==> config.mk <==
export PLATFORM = sky130hd
export DESIGN_NAME = sensor_conditioner
export DESIGN_NICKNAME = d
export VERILOG_FILES = /design/src/rtl/sensor_pkg.sv /design/src/rtl/sensor_debounce_ch.sv /design/src/rtl/sensor_conditioner.sv
export SDC_FILE = /design/constraint.sdc
export NUM_CORES = 1
export LEC_CHECK = 0
export ABC_AREA = 0
export CORE_MARGIN = 5
export CORE_UTILIZATION = 59
export DETAILED_ROUTE_END_ITERATION = 8
export PLACE_DENSITY = 0.83
export SLEW_MARGIN = 40
export SYNTH_ARGS = -nofsm -noshare
export SYNTH_HDL_FRONTEND = slang
export SYNTH_HIERARCHICAL = 1
export SYNTH_SLANG_ARGS = --single-unit
==> constraint.sdc <==
create_clock -name clk -period 4.35 [get_ports clk]
set_clock_uncertainty 0.15 [all_clocks]
set_input_delay 0.6525 -clock clk [delete_from_list [all_inputs] [get_ports clk]]
set_output_delay 0.6525 -clock clk [all_outputs]
set_load 0.01 [all_outputs]
==> src/rtl/sensor_pkg.sv <==
// sensor_pkg: shared sensor types, channel count and saturating add helper
package sensor_pkg;
    localparam int NUM_SENSORS = 4;
    typedef logic [NUM_SENSORS-1:0] sensor_vec_t;
    typedef enum logic {STABLE, PENDING} deb_state_t;
    function automatic logic [7:0] sat_add8(input logic [7:0] a, input int unsigned b);
        int unsigned s;
        s = {24'd0, a} + b;
        return s > 255 ? 8'hFF : s[7:0];
    endfunction
endpackage

==> src/rtl/sensor_debounce_ch.sv <==
// sensor_debounce_ch: one channel of two-flop sync plus stability-counter debounce
// Ports: clk, n_rst (sync active-low), raw (async line), sample_en (strobe),
//        sensor (committed bit), pending (sync2 differs from sensor),
//        commit / abort (single-cycle strobes for the upcoming edge)
module sensor_debounce_ch
    import sensor_pkg::*;
#(
    parameter int STABLE_CYCLES = 4,
    parameter int CW = $clog2(STABLE_CYCLES + 1)
) (
    input  logic clk,
    input  logic n_rst,
    input  logic raw,
    input  logic sample_en,
    output logic sensor,
    output logic pending,
    output logic commit,
    output logic abort
);
    logic sync1, sync2, sensor_nxt;
    logic [CW-1:0] cnt, cnt_nxt;
    deb_state_t state;

    always_ff @(posedge clk) begin
        if (!n_rst) begin
            sync1  <= 1'b0;
            sync2  <= 1'b0;
            sensor <= 1'b0;
            cnt    <= '0;
        end else begin
            sync1  <= raw;
            sync2  <= sync1;
            sensor <= sensor_nxt;
            cnt    <= cnt_nxt;
        end
    end

    // State is implied by whether the synchronized input disagrees with the
    // committed bit; a leftover count in STABLE means the change reverted.
    always_comb begin
        state      = (sync2 != sensor) ? PENDING : STABLE;
        pending    = state == PENDING;
        commit     = pending && sample_en && (int'(cnt) + 1 >= STABLE_CYCLES);
        abort      = !pending && cnt != '0;
        sensor_nxt = commit ? sync2 : sensor;
        cnt_nxt    = (commit || abort) ? '0 : (pending && sample_en) ? cnt + CW'(1) : cnt;
    end
endmodule

==> src/rtl/sensor_conditioner.sv <==
// sensor_conditioner: synchronize and debounce raw sensor lines for the error logic
// Ports: clk, n_rst (sync active-low), raw_sensors (async), sample_en (strobe),
//        sensors (debounced), changed (pulse after any commit), settled (no pending),
//        glitch_count (saturating abort count, only when SENSOR_GLITCH_CNT_EN is defined)
module sensor_conditioner #(
    parameter int NUM_SENSORS   = sensor_pkg::NUM_SENSORS,
    parameter int STABLE_CYCLES = 4
) (
    input  logic                   clk,
    input  logic                   n_rst,
    input  logic [NUM_SENSORS-1:0] raw_sensors,
    input  logic                   sample_en,
    output logic [NUM_SENSORS-1:0] sensors,
    output logic                   changed,
    output logic                   settled
`ifdef SENSOR_GLITCH_CNT_EN
    ,
    output logic [7:0]             glitch_count
`endif
);
    import sensor_pkg::*;

    logic [NUM_SENSORS-1:0] pending, commit, abort;

    for (genvar i = 0; i < NUM_SENSORS; i++) begin : g_ch
        sensor_debounce_ch #(.STABLE_CYCLES(STABLE_CYCLES)) u_ch (
            .clk       (clk),
            .n_rst     (n_rst),
            .raw       (raw_sensors[i]),
            .sample_en (sample_en),
            .sensor    (sensors[i]),
            .pending   (pending[i]),
            .commit    (commit[i]),
            .abort     (abort[i])
        );
    end

    always_ff @(posedge clk) begin
        changed <= n_rst ? |commit : 1'b0;
    end

    assign settled = ~|pending;

`ifdef SENSOR_GLITCH_CNT_EN
    always_ff @(posedge clk) begin
        glitch_count <= n_rst ? sat_add8(glitch_count, $countones(abort)) : 8'd0;
    end
`else
    logic unused_abort;
    assign unused_abort = ^abort;
`endif
endmodule
# Word-level counts from Yosys, hierarchy flattened
# Cells that the tools add are included.
[classes] n_bitwise=1 magnitude_cmp=4 mux=4 reduce_logical=31 n_addsub=8 eq_ne=4
[ops] op="greater-or-equal comparator 32 x 4 -> 1 bit (second input constant)" count=4
[ops] op="adder 3 x 1 -> 4 bit (second input constant)" count=4
[ops] op="adder 3 x 1 -> 3 bit (second input constant)" count=4
[ops] op="logical AND 1 bit" count=12
[ops] op="nonzero test 3 bit" count=4
[ops] op="OR reduction 2 bit" count=4
[ops] op="OR reduction 4 bit" count=2
[ops] op="logical NOT 1 bit" count=5
[ops] op="logical OR 1 bit" count=4
[ops] op="2-to-1 mux 1 bit" count=4
[ops] op="inequality test 1 bit" count=4
[ops] op="inverter 1 bit" count=1
[word_totals] elab_cells=69 inputBits=7 output_inout_bits=6 ff_bits=25

# Longest topological paths before layout
[logic_depth] depth_word=6 depth_mapped=5 ltp_nobuf=5

# Hierarchy
# Netlist, hierarchy kept.
[modules_own_cells] module="sensor_debounce_ch" area_each_um2=302.8 n_inst=4 cells_per_inst=33 seq_area_each_um2=120.1
[modules_own_cells] module="sensor_conditioner" area_each_um2=37.5 n_inst=1 cells_per_inst=3 seq_area_each_um2=20.0

# Worst setup path before layout
# Ideal clock, no wire load.
[synth_path] path_kind="register to output" from="register g_ch[1].u_ch.sensor" to="output settled" path_buffers=0 required_time_ns=3.547 path_slack_ns=2.500 stages_incl_launch_ff=3 arrival_ns=1.048 path_cell_list="dfxtp_1 -> xor2_2 -> nor4_1"
[synth_between] elab_chain_len=4
[synth_lines] element="start: declaration" line_no="sensor_debounce_ch.sv:15" rtl="output logic sensor,"
[synth_lines] element="start signal: assignment" line_no="sensor_debounce_ch.sv:33" rtl="sensor <= sensor_nxt;"
[synth_lines] element="inequality test 1 bit" line_no="sensor_debounce_ch.sv:41" rtl="state = (sync2 != sensor) ? PENDING : STABLE;"
[synth_lines] element="2-to-1 mux 1 bit" line_no="sensor_debounce_ch.sv:41"
[synth_lines] element="named net pending[1]" line_no="sensor_conditioner.sv:23" rtl="logic [NUM_SENSORS-1:0] pending, commit, abort;"
[synth_lines] element="OR reduction 4 bit" line_no="sensor_conditioner.sv:42" rtl="assign settled = ~|pending;"
[synth_lines] element="logical NOT 1 bit" line_no="sensor_conditioner.sv:42"
[synth_lines] element="end: declaration" line_no="sensor_conditioner.sv:15" rtl="output logic settled"
# The timed path passes the listed nets, and every way through them passes these cells.

# Worst setup path after layout
# Ends and elaborated chain as after synthesis.

==> impl_metrics.json <==
{
  "status": "complete, no violations",
  "clock_latency_ns": 0.32,
  "rsz0062_at_grt": "no",
  "p_leak_nw": 0.526,
  "r2r_cells": 5,
  "avgSynthCellArea_um2": 9.25,
  "synthCells": 135,
  "relSlewSlack": 0.504,
  "drc": 0,
  "finalNetCount": 167,
  "gp_congestion": 0.744,
  "yosys_warnings": 6,
  "period_share": 0.615,
  "wl_mm": 2.27,
  "setup_viol": 0,
  "end_kind": "output port",
  "drt_iter0_drc": 16,
  "final_hold_viol_count": 0,
  "syn_nets": 150,
  "fmax_ghz": 0.374,
  "hold_class": "reg -> reg",
  "hold_end": "g_ch[1].u_ch/sync2",
  "synth_seq_cells": 25,
  "setup_tns_ns": 0,
  "place_inst": 174,
  "cts_resized": 0,
  "arrival_ns": 1.87,
  "post_cts_buffers": 0,
  "slew_viol_final": 0,
  "cts_tree": "done",
  "ios": 13,
  "utilization": 0.718,
  "regArea_um2": 500,
  "rows": 16,
  "power.density_nw_per_um2": 264,
  "grt_usage": 0.165,
  "multi_input_area_um2": 688,
  "grt_remaining_overflow": 0,
  "root_buffer": "clkbuf_4",
  "critPathMaxFanout": 6,
  "cts_sinks": 25,
  "worst_slew_pin_slew_ns": 0.741,
  "drt_first_pass_iters": 4,
  "core_region_area_um2": 1980,
  "grt_pass1_vias": 1030,
  "antenna_left": 0,
  "grt_max_degree": 22,
  "path_class": "reg -> out",
  "cp-start-kind": "flip-flop",
  "synthDistinctLibCells": 19,
  "vias": 969,
  "dieArea_um2": 3140,
  "vias_per_cell": 5.44,
  "path_clk_slew_ns": 0.12,
  "synth-main-ff-cell": "dfxtp_1",
  "cts.path.max_buffers": 2,
  "ys_top_cells_by_area": "dfxtp_1 (40%), ha_1 (8.0%), and2_1 (6.0%), nand2_1 (6.0%), xor2_2 (5.2%)",
  "netlist_area_um2": 1250,
  "route.detailed.wl_per_inst_um": 12.7,
  "synthArstFlopShare": 0,
  "hpwl_mm": 1.70,
  "io_buffers": 12,
  "synth_commonest_cells": "dfxtp_1 (25), nand2_1 (20), inv_1 (16), and2_1 (12)",
  "rrSetupSlack_ns": 2.60,
  "yosysTopAreaCellShare": 0.401,
  "drv_cap": 0,
  "fill_cells": 147,
  "htreeDepth": 1,
  "r2r-start": "g_ch[0].u_ch/cnt[0]",
  "cts_buffers": 3,
  "whs_path_depth": 1,
  "die_w_um": 56.0,
  "holdBufCountCts": 0,
  "fin_cells": 178,
  "r2r-end": "changed",
  "antenna_cells": 0,
  "syn2layout_area_growth_pct": 14.0,
  "start_util": 0.630,
  "period_minus_slack_ns": 2.68,
  "die_y_um": 56.0,
  "hp-start": "g_ch[1].u_ch/sync1",
  "synth_edf_count": 0,
  "cp.required_ns": 3.55,
  "grt_first_pass_wirelength_mm": 4.20,
  "ir_worst_vdd_v": 0.000273,
  "seq_area_frac_synth": 0.401,
  "drive_gt1_frac": 0.132,
  "synth.most_common_cell": "dfxtp_1",
  "antenna_found_initial": 0,
  "yosys.area.top_type": "dfxtp_1"
}
==> how the worst max path moves through the flow <==
stage                         from      end  slack [ns]
4_1_cts        g_ch[0].u_ch/sensor  settled        1.66
3_3_place_gp             sample_en  changed        1.92
6_report       g_ch[1].u_ch/sensor  settled        1.67
2_1_floorplan  g_ch[1].u_ch/sensor  settled        2.50
5_1_grt        g_ch[0].u_ch/sensor  settled        1.60
3_5_place_dp             sample_en  changed        1.87
==> critical path, cell delays in order, from the launching register on <==
cell and delay (ns):
dfxtp_1 0.37, xor2_2 0.23, nor4_1 0.36, clkdlybuf4s50_1 0.60
==> sequential cells by signal (all words and copies together), names as in the netlist <==
register          flops
g_ch.u_ch/sync2       4
g_ch.u_ch/cnt        12
changed               1
g_ch.u_ch/sync1       4
g_ch.u_ch/sensor      4
==> per-stage QoR <==
stage          area (µm²)  total power (W)  hold WS (ns)  worst slack [ns]
6_report             1420         0.000376         0.304              1.67
4_1_cts              1420         0.000380         0.303              1.66
5_1_grt              1420         0.000394         0.320              1.60
3_3_place_gp         1400         0.000277         0.267              1.92
2_1_floorplan        1250         0.000262         0.262              2.50
3_5_place_dp         1400         0.000279         0.273              1.87
==> cell type report <==
class	instances	area share
clock buffers	4	0.0185
inverters	16	0.0422
multi-input cells	94	0.483
flip-flops and latches	25	0.351
well taps	27	0.0237
repair buffers	12	0.0808
==> layer usage <==
layer  GRT usage  up-vias  share of wire  wire, µm
met4      0.0915        0          0.021        47
met5           0        -              0         0
li1            -      488              -         -
met3      0.0371        5          0.047       106
met1       0.176      448           0.43       966
met2       0.295       28           0.51      1150
==> layout by cell type (no fill, tap or decap), types with 3 or more instances in the layout <==
cell type	instances
a21oi_1	4
a21oi_2	4
a311oi_2	4
a31oi_1	4
and2_1	12
clkbuf_4	3
clkdlybuf4s50_1	11
dfxtp_1	25
ha_1	8
inv_1	16
nand2_1	20
nand2b_4	4
nand4_1	4
nor2_1	8
o211ai_1	4
o21ai_1	4
o31ai_1	4
or2_1	4
xor2_2	4
==> power breakdown <==
group,internal (W),switching (W),total [W]
Combinational,0.0000164,0.0000193,0.0000357
Clock,0.0000359,0.0000663,0.000102
Sequential,0.000234,0.00000385,0.000238
Total,0.000286,0.0000895,0.000376
==> cell families after synthesis <==
logic type               Yosys count  synth area share
flip-flops                        25             0.401
XOR/XNOR                           4            0.0521
buffers and inverters             16            0.0481
AND/OR/NAND/NOR                   53             0.233
adder cells (fa/ha/maj)            8            0.0802
AO/OA/AOI/OAI                     29             0.185
(Power assumes the default switching activity.)
